## config.mk

```make
export PLATFORM = sky130hd
export DESIGN_NAME = regfile_read_arbiter
export DESIGN_NICKNAME = d
export VERILOG_FILES = /design/src/rtl/regfile_read_arbiter.sv
export SDC_FILE = /design/constraint.sdc
export NUM_CORES = 1
export LEC_CHECK = 0
export CAP_MARGIN = 20
export CORE_MARGIN = 2
export CORE_UTILIZATION = 39
export DETAILED_ROUTE_END_ITERATION = 8
export PLACE_DENSITY = 0.8
export RECOVER_POWER = 100
export SLEW_MARGIN = 30
export SYNTH_ARGS = -nofsm -noshare
export SYNTH_HDL_FRONTEND = slang
export SYNTH_SLANG_ARGS = --single-unit
```

## constraint.sdc

```tcl
create_clock -name clk -period 2 [get_ports clk]
set_input_delay 0.2 -clock clk [delete_from_list [all_inputs] [get_ports clk]]
set_output_delay 0.2 -clock clk [all_outputs]
set_load 0.03 [all_outputs]
```

## src/rtl/regfile_read_arbiter.sv

```systemverilog
`default_nettype none
// ============================================================================
//  Module   : regfile_read_arbiter
//  Brief    : Round-robin arbiter sharing one register-file read port among
//             NUM_REQ requesters, with a one-cycle registered response.
//  Revision : 1.0 - initial release
// ============================================================================
module regfile_read_arbiter #(
    parameter int NUM_REQ = 4,
    parameter int ADDR_W  = 5,
    parameter int DATA_W  = 64
) (
    input  logic                      clk,
    input  logic                      reset,
    input  logic [NUM_REQ-1:0]        req,
    input  logic [NUM_REQ*ADDR_W-1:0] req_addr,
    input  logic                      stall,
    output logic [ADDR_W-1:0]         read,
    input  logic [DATA_W-1:0]         rd_data,
    output logic [NUM_REQ-1:0]        gnt,
    output logic [NUM_REQ-1:0]        rsp_valid,
    output logic [DATA_W-1:0]         rsp_data
);

    localparam int                c_PTR_W   = (NUM_REQ > 1) ? $clog2(NUM_REQ) : 1;
    localparam int                c_SUM_W   = c_PTR_W + 1;
    localparam logic [c_SUM_W-1:0] c_NUM_EXT = c_SUM_W'(NUM_REQ);
    localparam logic [c_SUM_W-1:0] c_ONE     = c_SUM_W'(1);

    logic [c_PTR_W-1:0] rr_ptr_q,    rr_ptr_d;
    logic [ADDR_W-1:0]  last_addr_q, last_addr_d;
    logic [NUM_REQ-1:0] rsp_valid_q, rsp_valid_d;
    logic [DATA_W-1:0]  rsp_data_q,  rsp_data_d;

    logic               w_found;
    logic [c_PTR_W-1:0] w_gnt_idx;
    logic [NUM_REQ-1:0] w_gnt;
    logic [ADDR_W-1:0]  w_read;

    // Index base+off folded back into 0..NUM_REQ-1; off never exceeds NUM_REQ.
    function automatic logic [c_PTR_W-1:0] f_wrap_add(
        input logic [c_PTR_W-1:0] base,
        input logic [c_SUM_W-1:0] off
    );
        logic [c_SUM_W-1:0] s;
        s = {1'b0, base} + off;
        if (s >= c_NUM_EXT) begin
            s = s - c_NUM_EXT;
        end
        return s[c_PTR_W-1:0];
    endfunction

    // Scan from rr_ptr upward; the first pending requester wins.
    always_comb begin
        w_found   = 1'b0;
        w_gnt_idx = '0;
        if (!reset && !stall) begin
            for (int i = 0; i < NUM_REQ; i++) begin
                if (!w_found && req[f_wrap_add(rr_ptr_q, c_SUM_W'(i))]) begin
                    w_found   = 1'b1;
                    w_gnt_idx = f_wrap_add(rr_ptr_q, c_SUM_W'(i));
                end
            end
        end
    end

    always_comb begin
        w_gnt = '0;
        if (w_found) begin
            w_gnt[w_gnt_idx] = 1'b1;
        end
    end

    // Idle cycles keep presenting the previous address so the mux stays quiet.
    always_comb begin
        w_read = last_addr_q;
        if (reset) begin
            w_read = '0;
        end else if (w_found) begin
            w_read = req_addr[w_gnt_idx*ADDR_W +: ADDR_W];
        end
    end

    always_comb begin
        rsp_valid_d = w_gnt;
        rsp_data_d  = rsp_data_q;
        last_addr_d = last_addr_q;
        rr_ptr_d    = rr_ptr_q;
        if (w_found) begin
            rsp_data_d  = rd_data;
            last_addr_d = w_read;
            rr_ptr_d    = f_wrap_add(w_gnt_idx, c_ONE);
        end
    end

    always_ff @(posedge clk) begin
        if (reset) begin
            rr_ptr_q    <= '0;
            last_addr_q <= '0;
            rsp_valid_q <= '0;
            rsp_data_q  <= '0;
        end else begin
            rr_ptr_q    <= rr_ptr_d;
            last_addr_q <= last_addr_d;
            rsp_valid_q <= rsp_valid_d;
            rsp_data_q  <= rsp_data_d;
        end
    end

    assign gnt       = w_gnt;
    assign read      = w_read;
    assign rsp_valid = rsp_valid_q;
    assign rsp_data  = rsp_data_q;

endmodule
`default_nettype wire
```

; ---- After elaboration in Yosys (flattened, before gate mapping)
; Index checks and enable logic that the tools add are counted.
[word_totals]
ff_bits = 75
input_bits = 91
[classes]
n_addsub = 9
mul = 1
order_cmp = 11
shift = 1
mux = 35
n_reduce_logical = 10
[op_table]
columns = cell, count
row1 = 2-bit 2-to-1 mux, 14
row2 = 20-bit by 6-bit variable part select with 5-bit output, 1
row3 = 2-bit by 3-bit < comparator with 1-bit output (second input constant), 5
row4 = 1-bit 2-to-1 mux, 13
row5 = 3-bit >= comparator (second input constant), 4
row6 = 5-bit 2-to-1 mux, 2
row7 = 2-bit by 1-bit subtractor with 2-bit output (second input constant), 5
row8 = 1-bit binary-select mux with 2-bit select, 4
row9 = 2-bit by 1-bit adder with 3-bit output (second input constant), 2
row10 = 2-bit by 2-bit adder with 3-bit output (second input constant), 2
row11 = 1-bit logical AND, 5
row12 = 1-bit zero test, 5
row13 = 2-bit by 3-bit multiplier with 5-bit output (second input constant), 1
row14 = 4-bit 2-to-1 mux, 1
row15 = 2-bit by 3-bit >= comparator with 1-bit output (second input constant), 1
row16 = 1-bit demux with 2-bit select, 1
row17 = 2-bit by 1-bit >= comparator with 1-bit output (second input constant), 1

; ---- Logic depth before layout (Yosys ltp)
[depth]
ltp_word = 24
ltp_mapped = 9
depth_no_buf = 7

; ---- Least setup slack after synthesis
; Ideal clock, no wire load.
[synth_path]
path_type = reg-to-output
from = register rr_ptr_q[0]
to = output read[0]
t_arrival_ps = 1691
required_time_ps = 1800
setup_slack_ps = 109
path_stages_with_launch = 6
path_buffers = 1
path_cell_list = dfxtp_1 inv_2 o32a_2 buf_12 mux2i_1 o221ai_1
[synth_between]
elab_chain_len = 23
word_cells_on_any_way = 50
classes_between = add/sub (7) / mul (1) / order compare (4) / shift (1) / mux (31) / reduce/logical (6)
[synth_rtl]
columns = item, line_no
row1 = "start, declared", 30  ; logic [c_PTR_W-1:0] rr_ptr_q, rr_ptr_d;
row2 = "start signal, assigned", 103  ; rr_ptr_q <= rr_ptr_d;
row3 = 2-bit by 3-bit >= comparator with 1-bit output / 2-bit by 1-bit subtractor with 2-bit output (equally long branches), "47, 48"
row4 = 2-bit 2-to-1 mux, 47  ; if (s >= c_NUM_EXT) begin
row5 = 2-bit 2-to-1 mux, 57  ; if (!reset && !stall) begin
row6 = 1-bit binary-select mux with 2-bit select, 59  ; if (!w_found && req[f_wrap_add(rr_ptr_q, c_SUM_W'(i))]) begin
row7 = 1-bit 2-to-1 mux (implied by the code), 59
row8 = 1-bit 2-to-1 mux, 59
row9 = 1-bit 2-to-1 mux, 57
row10 = 1-bit zero test, 59
row11 = [... 7 more ...], -
row12 = 1-bit zero test, 59
row13 = 1-bit logical AND, 59
row14 = 2-bit 2-to-1 mux, 59
row15 = 2-bit 2-to-1 mux, 57
row16 = 2-bit by 3-bit multiplier with 5-bit output, 80  ; w_read = req_addr[w_gnt_idx*ADDR_W +: ADDR_W];
row17 = 20-bit by 6-bit variable part select with 5-bit output, 80
row18 = 5-bit 2-to-1 mux (*), 79  ; end else if (w_found) begin
row19 = 5-bit 2-to-1 mux (*), 77  ; if (reset) begin
row20 = "end, declared", 18  ; output logic [ADDR_W-1:0] read,
; Mark *: on every way between the ends. The rest lies on a longest branch, timed or not. The select of a mux whose other input is x is not followed.

; ---- Worst setup path in the final report
[layout_path]
from = register rr_ptr_q[0]
to = output read[1]
; Same word-level chain as after synthesis.

==> results.md <==
* Placer congestion estimate at 0.737
* Routed wire length at around 9200 um
* Crit path DAT at 2.04 ns
* CTS root buf: clkbuf_8
* Vias at 3124
* Worst Reg2Reg Path Length in Cells at 10
* Starting Density at 0.406
* Critical Setup Path Class: reg2out
* Wire length of the first global-routing pass at between 10000 and 15000 um
* Post-Syn Area at ~0.0032 mm^2
* RSZ-0062 raised after global routing: yes
* Core area at between 0.007 and 0.008 mm^2
* Worst R2R Start: rr_ptr_q[0]
* Fin crit share at 1.12
* Slew margin rel. at 0.678
* Status: finished, violations left
* Post-synth top area share at 0.477
* Die W at between 90 and 100 um
* Die area at between 0.008 and 0.009 mm^2
* P per Cell Area at ~740 mW/mm^2
* Synth area leader: dfxtp_1
* Drt pass-1 iters at 4
* CTS max path bufs at 2
* Crit-path slowest cell: dfxtp_4
* Crit. End Element: output pin
* Simple-Gate Fraction of Synth Area at 0.259
* Max incr delay on CP at ~0.39 ns
* Final worst slack at -0.237 ns
* Final setup viols at 10
* Net Count, Synth at about 450
* Initial antenna violation count at 0
* Required @ worst endpoint at between 1.5 and 2 ns
* Asr flop ratio synth at 0
* Worst skew pair latency at roughly 0.33 ns
* Pin count of the biggest net entering global routing at 99
* Total track usage at 0.194
* CTS tree: yes
* Proportion of layout cells with a drive suffix above 1 at 0.186
* Most common library cells after synthesis: 75 x dfxtp_1, 66 x nand2b_1, 65 x nand2_1
* Vias in the first global route at 3019
* Period minus WS final at 2.24 ns
* Adder-Cell Fraction of Synth Area at 0.0159
* Post-synthesis compound-gate area fraction at 0.164
* Crit Reg-Reg Endpoint: last_addr_q[4]
* Final instance area at ~0.0056 mm^2
* Final slew viol count at 0
* Post-DR wirelength/cell at around 14 um
* Num rows at 32
* Mux share of post-synthesis cell area at 0.0318
* Dpl cell area at approximately 0.0050 mm^2
* # DRC at 0
* Leak Pwr at between 2 and 2.5 nW
* Syn avg cell area at between 8 and 9 um^2
* CP max FO at 5
* Clock Skews at about 0.0083 ns
* Post-synthesis cell type count at 30
* Hold Buf Count CTS at 0
* Largest family of logic cells by synthesized area: simple AND/OR/NAND/NOR gates
* N_diodes at 0
* Peak supply drop at 0.000390 V
* R2R Setup Slk at -0.06 ns
* Fin nets at 634
* Hold Startpoint: rd_data[57]
* Top-count cell post-synth: dfxtp_1
* CTS H-tree lvls at 3
* Final core occ at 0.719
* Seq/Total Area, Yosys at 0.477
* Peak Freq at between 400 and 500 MHz
* Crit path cell chain: inv_6 -> a221oi_4 -> o32a_4 -> clkbuf_16 -> mux2i_4 -> o221ai_2 -> buf_6
* Layout filler cell count at around 570
* Die height at between 90 and 100 um
* CTS sink count at 75
* Clk pin slew, worst setup/hold paths at 0.09 ns
* Primary FF master, synth: dfxtp_1
* Drt initial violations at between 60 and 70
* Failing checks: negative setup slack
* Number of synthesized flops with an enable pin at 0
* Hold path depth at 3
* Post-synthesis xor/xnor area fraction at 0
* Synth area leaders: dfxtp_1 48%, nand2b_1 13%, o21ai_0 10%, nand2_1 7.7%, mux2i_1 3.2%
* Crit path launch type: register
* Dpl hpwl at roughly 6200 um
* Cell count after synthesis at approximately 360
* Layout area overhead at 77.2%
* Yosys Warn Count at 0
* CTS buffer count at 9
* # IOs at roughly 170
* Min-Delay Endpoint: rsp_data[57]
* Placed cell count at between 600 and 700
* Non-Filler Instances at about 650
* Final Hold Viols at 0
* Total gr overflow at 0
* Port Buffer Count at 167
* Vias per inst at ~4.8
* Antenna Nets Post-Route at 0
* FF+latch count, synth at between 70 and 80
* HP Class: in2reg
* Max Cap Violations at 0
* Least-Margin Pin Slew at 0.482 ns
[worst max path at each step]
| stage | startpoint | end | slack, ns | cells after the start |
|---|---|---|---|---|
| floorplan | rr_ptr_q[0] | read[0] | 0.11 | 5 |
| global placement | req[3] | gnt[3] | -0.23 | 8 |
| detailed placement | req[2] | gnt[3] | -0.35 | 8 |
| CTS | rr_ptr_q[0] | read[3] | -0.21 | 7 |
| global route | rr_ptr_q[0] | read[1] | -0.35 | 7 |
| finish | rr_ptr_q[0] | read[1] | -0.24 | 7 |
[cell type report]
class / instances / area (um^2) / share of cell area
Multi-Input combinational cell: 249 / 1740 / 0.312
Inverter: 6 / 27.5 / 0.00493
Clock buffer: 11 / 141 / 0.0253
Tap cell: 102 / 128 / 0.0229
Sequential cell: 75 / 1510 / 0.270
Clock inverter: 5 / 85.1 / 0.0152
Timing Repair Buffer: 198 / 1950 / 0.350
[per-layer routing]
layer	part of all wire	GRT usage	wire, um	vias to the layer above
li1	-	-	-	1551
met1	0.41	0.229	3790	1418
met2	0.48	0.321	4410	128
met3	0.077	0.0594	705	27
met4	0.032	0.0930	291	0
met5	0	0	0	-
[registers in the layout, summed over array words and instances, names as in the netlist]
signal and cells:
rsp_data 64, rr_ptr_q 2, last_addr_q 5, rsp_valid 4
[repair_timing]
action | in CTS | in global routing
setup endpoints to repair | 9 | 9
gates resized for setup | 25 | 39
buffers inserted | 4 | 6
pin swaps | 2 | 10
cloned | 0 | 1
[power breakdown]
group	leakage [nW]	switching, mW	internal (mW)
logic	1.33	0.548	0.598
clock network	0.110	0.559	0.744
registers	0.621	0.0565	1.61
[worst max-delay path, delay by kind of cell, from the launching register on]
family	cells	cell delay, ns
buffers and inverters	3	0.38
muxes	1	0.26
DFF	1	0.39
AOI/OAI and AO/OA	3	0.67
[cells in the final DEF (no fill, tap or decap), types with 2 or more instances in the layout]
| master | netlist | routed |
|---|---|---|
| a221oi_4 | 0 | 2 |
| and2_1 | 9 | 5 |
| and2_4 | 0 | 4 |
| buf_12 | 1 | 2 |
| buf_4 | 2 | 27 |
| buf_6 | 2 | 10 |
| bufinv_16 | 0 | 2 |
| clkbuf_8 | 0 | 10 |
| clkdlybuf4s50_1 | 0 | 153 |
| dfxtp_1 | 75 | 73 |
| dlygate4sd2_1 | 0 | 4 |
| ha_2 | 0 | 2 |
| ha_4 | 0 | 2 |
| inv_1 | 4 | 2 |
| inv_2 | 2 | 3 |
| inv_6 | 0 | 2 |
| mux2i_4 | 0 | 10 |
| nand2_1 | 65 | 65 |
| nand2b_1 | 66 | 66 |
| nor2_4 | 1 | 2 |
| o21ai_0 | 64 | 64 |
| o221ai_1 | 10 | 5 |
| o221ai_2 | 0 | 5 |
| o31ai_1 | 2 | 2 |
| or3b_2 | 4 | 4 |
[cells by family (layout without fill, tap and decap cells)]
| logic type | after synthesis | count (layout) |
|---|---|---|
| fa+ha+maj | 4 | 4 |
| compound gates | 83 | 83 |
| flops | 75 | 75 |
| mux | 10 | 10 |
| simple gates | 152 | 152 |
| buf+inv | 32 | 220 |
[per-stage QoR]
stage | worst slack, ns | power, mW | hold slack (ns) | setup TNS (ns)
2_1_floorplan | 0.109 | 2.18 | 0.309 | 0
3_3_place_gp | -0.228 | 2.65 | 0.458 | -3.28
3_5_place_dp | -0.349 | 2.67 | 0.464 | -7.64
4_1_cts | -0.213 | 4.01 | 0.401 | -1.69
5_1_grt | -0.352 | 4.30 | 0.411 | -2.88
6_report | -0.237 | 4.11 | 0.410 | -1.82
(Power assumes the default switching activity.)
==> variant 1 (config.mk and constraints unchanged) <==
Change the parameter `NUM_REQ` from 4 to 2.
--- a/src/rtl/regfile_read_arbiter.sv
+++ b/src/rtl/regfile_read_arbiter.sv
@@ -8,3 +8,3 @@
 module regfile_read_arbiter #(
-    parameter int NUM_REQ = 4,
+    parameter int NUM_REQ = 2,
     parameter int ADDR_W  = 5,
Ports: changed (resized gnt, req, req_addr and rsp_valid); port bits go from 168 to 152. No check against the original RTL was run, so the function may have changed too.
==> variant 1 against the original RTL <==
- worst setup slack better by 330 ps
- routed wire length fell by 22%
- first-iteration DRC count shrank 17%
- sequential cell count fell by 3
- synthesized area grew 2.2%
- sequential power down 5%
- cell area shrank 16%
- highest routed layer unchanged
- total power is 11% lower
==> variant 1: results (changes against the original RTL) <==
| Metric | Value |
|---|---|
| Status | `finished clean (was complete, but fails checks)` |
| HPWL after detailed placement | `5260 um (was 6210 um)` |
| Synthesized net count | `323 (was 451)` |
| Adder and majority cell fraction of the synthesized area | `0 (was 0.0159)` |
| Pin count of the biggest net entering global routing | `50 (was 99)` |
| Met1 global-route usage | `0.199 (was 0.229)` |
| Source of the critical timing path | `rr_ptr_q (was rr_ptr_q[0])` |
| Critical-path maximum fanout | `11 (was 5)` |
| Post-cts gate resize count | `0 (was 25)` |
| M2 GR Usage | `0.264 (was 0.321)` |
| Vias in the first global route | `2395 (was 3019)` |
| Via density per instance | `4.61 (was 4.84)` |
| Setup slack on the worst flop-to-flop path | `680 ps (was -60 ps)` |
| CP max stage cell | `sky130_fd_sc_hd__a221o_1 (was sky130_fd_sc_hd__dfxtp_4)` |
| Post-Place Cells | `488 (was 619)` |
| IR drop worst, VDD | `0.373 mV (was 0.390 mV)` |
| Endpoint, Worst Hold | `rsp_valid[0] (was rsp_data[57])` |
| Hold wc startpoint | `reset (was rd_data[57])` |
| M1 WL | `3100 um (was 3790 um)` |
| Global-route wire length before repair | `11500 um (was 13700 um)` |
| Worst endpoint data arrival time | `1710 ps (was 2040 ps)` |
| Instance area at placement | `0.00471 mm^2 (was 0.00496 mm^2)` |
| Worst Setup Slack post-DPL | `124 ps (was -349 ps)` |
| Crit path capture | `read[0] (was read[1])` |
| Met2 Routed Length | `3420 um (was 4410 um)` |
variant 1: changes by cell type in the layout (fill, tap and decap cells not counted), sizes merged, moves of 30 or more:
cell	unedited run	this run
nand2	66	1
buf	40	10
dlygate4sd3	0	66
nand2b	66	1
nor2b	0	56
o21ai	65	0
clkdlybuf4s50	153	77
mux2	0	64
variant 1: power by group:
part	internal (mW)	leakage [nW]	switching, mW
Combinational	0.389	1.41	0.374
Sequential	1.54	0.594	0.0413
Clock	0.769	0.119	0.542
Total	2.69	2.12	0.957
variant 1: cell type report:
cell class                 instances  area share
timing repair buffer             156       0.322
sequential                        72       0.306
multi-input combinational        154       0.294
clock buffer                      11      0.0321
tap                              105      0.0279
clock inverter                     5      0.0167
inverter                           1    0.000797
variant 1: worst register-to-register path: cells and delay by family, from the launching register on:
kind               cells  cell delay (ps)
and+or+nand+nor        2              460
AOI/OAI and AO/OA      1              400
DFF                    1              350
==> variant 2 (same flow settings) <==
Made on the original files. Reset style: asynchronous (`reset`), changed in one clocked block.
--- a/src/rtl/regfile_read_arbiter.sv
+++ b/src/rtl/regfile_read_arbiter.sv
@@ -95,3 +95,3 @@
 
-    always_ff @(posedge clk) begin
+    always_ff @(posedge clk or posedge reset) begin
         if (reset) begin
Formal check against the unedited RTL: differs if reset is asserted again (counterexample within 4 cycles, from zero or initial values and one cycle with reset high); with reset held inactive, the same outputs for 10 cycles.
==> variant 2 against the original RTL <==
- the run still ends with negative setup slack left
- clock power shrank 14%
- sequential power grew 11%
- worst setup slack lost 250 ps
- total power grew 12%
- sequential share of layout area grew 5.6 points
- largest cell class unchanged
- synthesized area grew 0.91%
- clock skew shrank 4.4 ps
- synthesized cell count grew 0.28%
- sequential cell count is the same
- routed wire length grew 12%
- cell area grew 3.2%
- count of clock-buffer cells in the layout grew 1
==> variant 2: results (changes against the original RTL) <==
| Metric | Value |
|---|---|
| Worst endpoint data arrival time | `2280 ps (was 2040 ps)` |
| Vias in the first global route | `3297 (was 3019)` |
| Met3 wire length | `596 um (was 705 um)` |
| Main synth FF type | `sky130_fd_sc_hd__dfrtp_1 (was sky130_fd_sc_hd__dfxtp_1)` |
| IR drop worst, VDD | `0.486 mV (was 0.390 mV)` |
| Setup Buffers After CTS | `10 (was 4)` |
| Max-slew headroom | `0.350 (was 0.678)` |
| GP Congestion | `0.891 (was 0.737)` |
| Net switching power figure | `1.56 mW (was 1.16 mW)` |
| Final wirelength | `10300 um (was 9200 um)` |
| Endpoint, Worst Hold | `rsp_data[59] (was rsp_data[57])` |
| Violations in the final reports | `negative setup slack (unchanged)` |
| Synthesized net count | `452 (was 451)` |
| Post-layout worst setup margin | `-485 ps (was -237 ps)` |
| Source of the critical timing path | `rr_ptr_q[1] (was rr_ptr_q[0])` |
| Clock Skews | `3.90 ps (was 8.26 ps)` |
| # fillers | `577 (was 566)` |
| Total number of nets in the final design | `659 (was 634)` |
| Hold wc startpoint | `rd_data[59] (was rd_data[57])` |
| Ys async rst share | `1.00 (was 0)` |
| Register-to-Register Path Depth | `11 (was 10)` |
| Worst Setup Slack post-DPL | `-831 ps (was -349 ps)` |
| HPWL after detailed placement | `6800 um (was 6210 um)` |
| M1 WL | `3970 um (was 3790 um)` |
| Status | `complete, but fails checks (unchanged)` |
| Sequential share of the synthesized area | `0.590 (was 0.477)` |
| Endpoints failing setup | `12 (was 10)` |
| Cell count after synthesis | `357 (was 356)` |
| Met2 Routed Length | `5420 um (was 4410 um)` |
| Fraction of final layout cells with drive strength greater than 1 | `0.178 (was 0.186)` |
| Top post-synthesis cells by count | `sky130_fd_sc_hd__nand2_1 (207), sky130_fd_sc_hd__dfrtp_1 (75), sky130_fd_sc_hd__clkbuf_1 (11), sky130_fd_sc_hd__mux2i_1 (11), sky130_fd_sc_hd__o221ai_1 (10) (was sky130_fd_sc_hd__dfxtp_1 (75), sky130_fd_sc_hd__nand2b_1 (66), sky130_fd_sc_hd__nand2_1 (65), sky130_fd_sc_hd__o21ai_0 (64), sky130_fd_sc_hd__clkbuf_1 (14))` |
## variant 2: changes by cell type in the layout (fill, tap and decap cells not counted), moves of 6 or more
cell	change
sky130_fd_sc_hd__dlygate4sd3_1	+68
sky130_fd_sc_hd__dfrtp_1	+73
sky130_fd_sc_hd__nand2_1	+141
sky130_fd_sc_hd__nor2_1	+7
sky130_fd_sc_hd__o21ai_0	-64
sky130_fd_sc_hd__mux2i_4	-6
sky130_fd_sc_hd__clkdlybuf4s50_1	-67
sky130_fd_sc_hd__buf_6	+12
sky130_fd_sc_hd__nand2b_1	-64
sky130_fd_sc_hd__dfxtp_1	-73
## variant 2: layout make-up
cell class,count,share of cell area
well taps,102,0.0221
clock buffers,12,0.0235
clock inverters,4,0.00890
flip-flops and latches,75,0.326
inverters,3,0.00347
repair buffers,215,0.366
multi-input cells,260,0.250
## variant 2: stage by stage
stage	setup TNS (ps)	util	instance area, um^2
3_3_place_gp	-8520	0.668	5220
6_report	-3900	0.738	5760
2_1_floorplan	-125	-	3230
4_1_cts	-4690	0.726	5670
3_5_place_dp	-9150	0.668	5220
5_1_grt	-6090	0.738	5760
## variant 2: worst max path at each step
stage	slack (ps)	endpoint
floorplan	-30	read[0]
global placement	-770	gnt[2]
detailed placement	-830	gnt[2]
CTS	-540	read[0]
global route	-580	read[2]
finish	-480	read[1]
## variant 2: cell families (layout without fill, tap and decap cells)
family	after synthesis	count (layout)	share of synthesized area
flops	75	75	0.590
mux	11	11	0.0346
compound gates	18	18	0.0453
buf+inv	22	234	0.0311
fa+ha+maj	4	4	0.0157
simple gates	227	227	0.283
## variant 2: metal layers
metal	up-vias	GRT usage
li1	1544	-
met5	-	0
met4	0	0.0942
met2	114	0.386
met3	25	0.0482
met1	1557	0.282
